## src/rtl/cpu_mem_arb_pkg.sv

```systemverilog
// Shared constants for the CPU memory arbiter: FSM states, owner codes,
// last-grant history and the latched memory command record.
package cpu_mem_arb_pkg;

  typedef enum logic [1:0] {
    IDLE = 2'b00,
    BUSY = 2'b01,
    RESP = 2'b10
  } arb_state_e;

  typedef enum logic {
    OWN_IF = 1'b0,
    OWN_DM = 1'b1
  } owner_e;

  typedef enum logic [1:0] {
    LAST_NONE = 2'b00,
    LAST_IF   = 2'b01,
    LAST_DM   = 2'b10
  } last_grant_e;

  typedef struct packed {
    logic        we;
    logic [3:0]  be;
    logic [31:0] addr;
    logic [31:0] wdata;
  } mem_cmd_t;

  localparam logic [3:0] FETCH_BE = 4'hF;

  // A lone requester wins; on contention the side that did not win last time
  // goes next, and data wins when there is no history.
  function automatic owner_e pick_owner(input logic        if_req,
                                        input logic        dm_req,
                                        input last_grant_e last_grant);
    if (if_req && !dm_req) return OWN_IF;
    if (dm_req && !if_req) return OWN_DM;
    return (last_grant == LAST_DM) ? OWN_IF : OWN_DM;
  endfunction

endpackage

```

## src/rtl/cpu_mem_arb_if.sv

```systemverilog
// Bundle of fetch, data and shared-memory signals around the arbiter.
// slave = arbiter side, master = CPU/memory side.
interface cpu_mem_arb_if;

  logic        if_req;
  logic [31:0] if_addr;
  logic [31:0] if_rdata;
  logic        if_ack;

  logic        dm_req;
  logic        dm_we;
  logic [3:0]  dm_be;
  logic [31:0] dm_addr;
  logic [31:0] dm_wdata;
  logic [31:0] dm_rdata;
  logic        dm_ack;

  logic        mem_req;
  logic        mem_we;
  logic [3:0]  mem_be;
  logic [31:0] mem_addr;
  logic [31:0] mem_wdata;
  logic [31:0] mem_rdata;
  logic        mem_ack;

  logic        stall_n;
  logic        bus_err;

  modport slave (
    input  if_req, if_addr, dm_req, dm_we, dm_be, dm_addr, dm_wdata,
           mem_rdata, mem_ack,
    output if_rdata, if_ack, dm_rdata, dm_ack,
           mem_req, mem_we, mem_be, mem_addr, mem_wdata, stall_n, bus_err
  );

  modport master (
    output if_req, if_addr, dm_req, dm_we, dm_be, dm_addr, dm_wdata,
           mem_rdata, mem_ack,
    input  if_rdata, if_ack, dm_rdata, dm_ack,
           mem_req, mem_we, mem_be, mem_addr, mem_wdata, stall_n, bus_err
  );

endinterface

```

## src/rtl/cpu_arb_wdog.sv

```systemverilog
// Saturating 8-bit wait counter; flags expiry on the BUSY cycle in which the
// count would reach TIMEOUT without a memory acknowledge.
module cpu_arb_wdog #(
  parameter int TIMEOUT = 255
) (
  input  logic clk,
  input  logic rst,
  input  logic i_busy,
  input  logic i_ack,
  output logic o_expire
);

  localparam logic [7:0] LIMIT = 8'(TIMEOUT - 1);

  logic [7:0] r_cnt;

  // NOTE: sequential state uses non-blocking (<=) so every flop samples
  // pre-edge values; blocking here would create simulation/synthesis races.
  always_ff @(posedge clk or posedge rst) begin
    if (rst) begin
      r_cnt <= '0;
    end else if (!i_busy || i_ack) begin
      r_cnt <= '0;
    end else if (r_cnt != 8'hFF) begin
      r_cnt <= r_cnt + 8'd1;
    end
  end

  assign o_expire = i_busy & ~i_ack & (r_cnt >= LIMIT);

endmodule

```

## src/rtl/cpu_mem_arb.sv

```systemverilog
// Two-port (fetch/data) arbiter onto a single shared memory bus with
// alternating priority, one-cycle ack pulses and a timeout abort.
module cpu_mem_arb
  import cpu_mem_arb_pkg::*;
#(
  parameter int TIMEOUT = 255
) (
  input  logic           clk,
  input  logic           rst,
  cpu_mem_arb_if.slave   bus
);

  arb_state_e  r_state, w_next_state;
  owner_e      r_owner, w_grant;
  last_grant_e r_last;
  mem_cmd_t    r_cmd, w_req_cmd;
  logic        r_err;
  logic [31:0] r_if_rdata, r_dm_rdata;
  logic        w_any_req, w_busy, w_resp, w_expire;

  assign w_any_req = bus.if_req | bus.dm_req;
  assign w_busy    = (r_state == BUSY);
  assign w_resp    = (r_state == RESP);
  assign w_grant   = pick_owner(bus.if_req, bus.dm_req, r_last);

  always_comb begin
    w_req_cmd = '{we: 1'b0, be: FETCH_BE, addr: bus.if_addr, wdata: 32'h0};
    if (w_grant == OWN_DM) begin
      w_req_cmd = '{we: bus.dm_we, be: bus.dm_be, addr: bus.dm_addr, wdata: bus.dm_wdata};
    end
  end

  cpu_arb_wdog #(.TIMEOUT(TIMEOUT)) u_wdog (
    .clk      (clk),
    .rst      (rst),
    .i_busy   (w_busy),
    .i_ack    (bus.mem_ack),
    .o_expire (w_expire)
  );

  // NOTE: the default assignment first keeps every path driven, so no latch
  // is inferred when a case arm leaves the state unchanged.
  always_comb begin
    w_next_state = r_state;
    case (r_state)
      IDLE:    if (w_any_req) w_next_state = BUSY;
      BUSY:    if (bus.mem_ack || w_expire) w_next_state = RESP;
      RESP:    w_next_state = IDLE;
      default: w_next_state = IDLE;
    endcase
  end

  always_ff @(posedge clk or posedge rst) begin
    if (rst) r_state <= IDLE;
    else     r_state <= w_next_state;
  end

  // NOTE: all datapath registers are reset, not just control, because the
  // rdata holding registers are architecturally visible right after reset.
  always_ff @(posedge clk or posedge rst) begin
    if (rst) begin
      r_owner    <= OWN_DM;
      r_last     <= LAST_NONE;
      r_cmd      <= '0;
      r_err      <= 1'b0;
      r_if_rdata <= '0;
      r_dm_rdata <= '0;
    end else begin
      case (r_state)
        IDLE: begin
          if (w_any_req) begin
            r_owner <= w_grant;
            r_cmd   <= w_req_cmd;
            r_last  <= (w_grant == OWN_IF) ? LAST_IF : LAST_DM;
          end
        end
        BUSY: begin
          // A timeout returns zero data to the owner and flags the abort.
          if (bus.mem_ack || w_expire) begin
            r_err <= ~bus.mem_ack;
            if (r_owner == OWN_IF) r_if_rdata <= bus.mem_ack ? bus.mem_rdata : 32'h0;
            else                   r_dm_rdata <= bus.mem_ack ? bus.mem_rdata : 32'h0;
          end
        end
        default: ;
      endcase
    end
  end

  assign bus.mem_req   = w_busy;
  assign bus.mem_we    = w_busy & r_cmd.we;
  assign bus.mem_be    = w_busy ? r_cmd.be    : 4'h0;
  assign bus.mem_addr  = w_busy ? r_cmd.addr  : 32'h0;
  assign bus.mem_wdata = w_busy ? r_cmd.wdata : 32'h0;

  assign bus.if_ack   = w_resp & (r_owner == OWN_IF);
  assign bus.dm_ack   = w_resp & (r_owner == OWN_DM);
  assign bus.bus_err  = w_resp & r_err;
  assign bus.if_rdata = r_if_rdata;
  assign bus.dm_rdata = r_dm_rdata;

  assign bus.stall_n = ~((bus.if_req & ~bus.if_ack) | (bus.dm_req & ~bus.dm_ack));

endmodule

```

## src/flat_wrapper.sv

```systemverilog
// flat-port wrapper written by rule: the top's interface ports become plain ports
module cpu_mem_arb_flat import cpu_mem_arb_pkg::*;
#(
  parameter int TIMEOUT = 255
)
  (clk, rst, bus_if_req, bus_if_addr, bus_dm_req, bus_dm_we, bus_dm_be, bus_dm_addr, bus_dm_wdata, bus_mem_rdata, bus_mem_ack, bus_if_rdata, bus_if_ack, bus_dm_rdata, bus_dm_ack, bus_mem_req, bus_mem_we, bus_mem_be, bus_mem_addr, bus_mem_wdata, bus_stall_n, bus_bus_err);
  cpu_mem_arb_if bus_i ();
  input  logic clk;
  input  logic rst;
  input wire logic [$bits(bus_i.if_req)-1:0] bus_if_req;
  input wire logic [$bits(bus_i.if_addr)-1:0] bus_if_addr;
  input wire logic [$bits(bus_i.dm_req)-1:0] bus_dm_req;
  input wire logic [$bits(bus_i.dm_we)-1:0] bus_dm_we;
  input wire logic [$bits(bus_i.dm_be)-1:0] bus_dm_be;
  input wire logic [$bits(bus_i.dm_addr)-1:0] bus_dm_addr;
  input wire logic [$bits(bus_i.dm_wdata)-1:0] bus_dm_wdata;
  input wire logic [$bits(bus_i.mem_rdata)-1:0] bus_mem_rdata;
  input wire logic [$bits(bus_i.mem_ack)-1:0] bus_mem_ack;
  output wire logic [$bits(bus_i.if_rdata)-1:0] bus_if_rdata;
  output wire logic [$bits(bus_i.if_ack)-1:0] bus_if_ack;
  output wire logic [$bits(bus_i.dm_rdata)-1:0] bus_dm_rdata;
  output wire logic [$bits(bus_i.dm_ack)-1:0] bus_dm_ack;
  output wire logic [$bits(bus_i.mem_req)-1:0] bus_mem_req;
  output wire logic [$bits(bus_i.mem_we)-1:0] bus_mem_we;
  output wire logic [$bits(bus_i.mem_be)-1:0] bus_mem_be;
  output wire logic [$bits(bus_i.mem_addr)-1:0] bus_mem_addr;
  output wire logic [$bits(bus_i.mem_wdata)-1:0] bus_mem_wdata;
  output wire logic [$bits(bus_i.stall_n)-1:0] bus_stall_n;
  output wire logic [$bits(bus_i.bus_err)-1:0] bus_bus_err;
  assign bus_i.if_req = bus_if_req;
  assign bus_i.if_addr = bus_if_addr;
  assign bus_i.dm_req = bus_dm_req;
  assign bus_i.dm_we = bus_dm_we;
  assign bus_i.dm_be = bus_dm_be;
  assign bus_i.dm_addr = bus_dm_addr;
  assign bus_i.dm_wdata = bus_dm_wdata;
  assign bus_i.mem_rdata = bus_mem_rdata;
  assign bus_i.mem_ack = bus_mem_ack;
  assign bus_if_rdata = bus_i.if_rdata;
  assign bus_if_ack = bus_i.if_ack;
  assign bus_dm_rdata = bus_i.dm_rdata;
  assign bus_dm_ack = bus_i.dm_ack;
  assign bus_mem_req = bus_i.mem_req;
  assign bus_mem_we = bus_i.mem_we;
  assign bus_mem_be = bus_i.mem_be;
  assign bus_mem_addr = bus_i.mem_addr;
  assign bus_mem_wdata = bus_i.mem_wdata;
  assign bus_stall_n = bus_i.stall_n;
  assign bus_bus_err = bus_i.bus_err;
  cpu_mem_arb #(.TIMEOUT(TIMEOUT)) u_core (.clk(clk), .rst(rst), .bus(bus_i));
endmodule
```

## config.mk

```make
export PLATFORM = sky130hd
export DESIGN_NAME = cpu_mem_arb_flat
export DESIGN_NICKNAME = d
export VERILOG_FILES = /design/src/rtl/cpu_mem_arb_pkg.sv /design/src/rtl/cpu_mem_arb_if.sv /design/src/rtl/cpu_arb_wdog.sv /design/src/rtl/cpu_mem_arb.sv /design/src/flat_wrapper.sv
export SDC_FILE = /design/constraint.sdc
export NUM_CORES = 1
export LEC_CHECK = 0
export ABC_AREA = 1
export BUFFER_PORTS_ARGS = -buffer_cell sky130_fd_sc_hd__buf_2
export CORE_MARGIN = 2
export CORE_UTILIZATION = 30
export DETAILED_ROUTE_END_ITERATION = 7
export GPL_TIMING_DRIVEN = 0
export PLACE_DENSITY_LB_ADDON = 0.05
export SLEW_MARGIN = 10
export SYNTH_ARGS = -nofsm -noshare
export SYNTH_HDL_FRONTEND = slang
export SYNTH_HIERARCHICAL = 1
export SYNTH_SLANG_ARGS = --single-unit
```

## constraint.sdc

```tcl
create_clock -name clk -period 13.1 [get_ports clk]
set_input_delay 2.62 -clock clk [delete_from_list [all_inputs] [get_ports clk]]
set_output_delay 2.62 -clock clk [all_outputs]
set_load 0.005 [all_outputs]
```

==> impl_metrics.tcl <==
set metrics [dict create \
    wirelength_mm 21.93 \
    cts_buffers 17 \
    postRouteAntennaNets 0 \
    fillers 2436 \
    grt_pass1_wl_mm 35.11 \
    portBuffers 275 \
    power.leakage_nw 5.159 \
    syn_area_mm2 0.006909 \
    placed_area_mm2 0.008677 \
    antenna_found_initial 0 \
    setup_viol 0 \
    cts_tree "yes" \
    ys_warn_count 6 \
    setup.worst_path.start_class "input port" \
    syn2layout_area_growth_pct 34.37 \
    die_h_um 155.8 \
    peakVddDrop_mv 0.07956 \
    synth_top_area_share_pct 52.88 \
    htree_levels 4 \
    power_mw 2.031 \
    tightest_slew_ps 535.5 \
    ioPinCount 276 \
    p_per_area_mw_per_mm2 218.7 \
    post-route-min-period_ps 5739 \
    finalHoldViolCount 0 \
    synth_edf_count 0 \
    drive_above_1_share_pct 31.01 \
    cp.arrival_ps 3120 \
    wl_per_cell_um 15.03 \
    p_seq_share_pct 35.8 \
    ys_top_cells_by_area "dfrtp_1 (53%), nand2_1 (12%), nand3_1 (7.4%)" \
    grt_max_degree 87 \
    max_cap_viol_count 0 \
    comb_power_share_pct 39.0 \
    synthFlopType "dfrtp_1" \
    holdWs_ps 477.4 \
    critPathCaptureType "output pin" \
    p_clk_share_pct 25.2 \
    path_class "in2out" \
    dieWidth_um 155.8 \
    final_net_count 1301 \
    diodes 0 \
    synth.net_count 1006 \
    drt-pass1-iter-count 5 \
    fin_crit_sh_pct 43.81 \
    cts_resized 0 \
    dieArea_mm2 0.02426 \
    final_core_util_pct 41.01 \
    ys_ff_latch 147 \
    via_per_inst 4.527 \
    fmax_mhz 174.3 \
    cts_buffer_depth 2 \
    overflow 0 \
    first_iter_violations 314 \
    rows 55 \
    fin_area_mm2 0.009284 \
    layout_common_cells "buf_2 (304), nand2_1 (221), dfrtp_1 (146)" \
    place.gp.congestion 0.7602 \
    hp-class "reg2reg" \
    clkTransAtPathRegs_ps 70 \
    syn_avg_cell_area_um2 7.978 \
    synth-async-reset-ratio_pct 100.0 \
    vias 6605 \
    clk_latency_ps 420 \
    layout_commonest_cell "buf_2" \
    netSwitchingPower_uw 786.4 \
    rsz0062_at_grt "no" \
    status "complete, no violations" \
    drc 0 \
    p_int_mw 1.244 \
    cp.required_ps 10480 \
    cts.sinks 147 \
    synth_area_leader_cell "dfrtp_1" \
    synth_cell_types 27 \
    slew_headroom_pct 64.30 \
    skew_ps 8.769 \
    grt_use_total_pct 18.31 \
    start_util_pct 30.52 \
    finalSetupTns_ps 0 \
    netSwitchingFraction_pct 38.72 \
    grt_pass1_vias 6578 \
    hold_buffers 0 \
    synth_seq_area_share_pct 53.26 \
    final_max_slew_viol_count 0 \
    core_mm2 0.02264 \
    root_buffer "clkbuf_16" \
    synth_cells 866 \
    cts_setup_buffers 0 \
    path_max_fanout 3 \
    place_hpwl_mm 16.09 \
]
-- power groups by stage --
stage | clock network [mW] | logic, mW | registers (mW)
finish | 0.511 | 0.792 | 0.727
detailed placement | 0 | 0.810 | 0.733
global route | 0.545 | 0.909 | 0.752
floorplan | 0 | 0.469 | 0.726
global placement | 0 | 0.808 | 0.732
CTS | 0.527 | 0.813 | 0.727
-- logic make-up (layout without fill, tap and decap cells) --
group,Yosys count,count (layout),share of synthesized area (%)
simple gates,467,467,29.93
buf+inv,173,481,10.68
flops,147,147,53.26
compound gates,77,77,5.759
fa+ha+maj,2,2,0.3621
-- critical path, cell delays in order --
cell and delay [ps]:
buf_2 100, inv_1 50, o22ai_1 160, inv_1 60
buf_2 130
-- synthesized netlist by cell type, types with 2 or more instances --
library cell    n
nand2_1       221
dfrtp_1       146
inv_1         115
nand3_1       102
nor2_1         97
o21ai_1        35
nand4_1        33
o21ai_0        33
buf_2          29
clkbuf_1       15
buf_6           7
inv_2           5
nand2_2         4
a21oi_1         3
nor2_4          3
nor2_8          3
a31oi_1         2
buf_1           2
ha_1            2
nand2_4         2
-- sequential cells by signal (all words and copies together), names as in the netlist --
register	cells
u_core/r_state	2
u_core/bus.if_rdata	32
u_core/u_wdog/r_cnt	8
u_core/r_cmd	69
u_core/r_owner	1
u_core/bus.dm_rdata	32
u_core/r_last	2
u_core/r_err	1
-- through the flow --
| step | instances | setup WS, ps |
|---|---|---|
| 4_1_cts | 1459 | 7352 |
| 6_report | 1459 | 7361 |
| 3_3_place_gp | 1426 | 4558 |
| 3_5_place_dp | 1427 | 7355 |
| 5_1_grt | 1459 | 7304 |
| 2_1_floorplan | 866 | 6757 |
-- area by class of cell --
class	instances	area (um2)	share of cell area [%]
sequential	147	3680	39.64
multi-input combinational	546	2491	26.83
timing repair buffer	276	1404	15.12
inverter	120	457.9	4.933
clock buffer	19	432.9	4.663
tap	285	356.6	3.841
buffer	53	287.8	3.100
clock inverter	13	173.9	1.873
-- path summary, 6_finish.rpt --
| kind | depth (start not counted) | end | startpoint | slack (ps) |
|---|---|---|---|---|
| min reg2reg | 2 | u_core/r_cmd[18] | u_core/r_cmd[18] | 480 |
| max reg2reg | 14 | u_core/bus.if_rdata[13] | u_core/r_state[1] | 10520 |
| min | 2 | u_core/r_cmd[18] | u_core/r_cmd[18] | 480 |
| max | 5 | bus_stall_n | bus_if_req | 7360 |
| min in group asynchronous | 2 | u_core/u_wdog/r_cnt[7] | rst | 2210 |
| max in group asynchronous | 3 | u_core/r_cmd[5] | rst | 10080 |
-- per-layer routing --
metal	track usage, %	routed length (um)	vias up
li1	-	-	3307
met1	24.99	10250	3081
met2	29.71	10250	201
met3	3.667	1192	16
met4	5.024	241	0
met5	0	0	-
(Power assumes the default switching activity.)
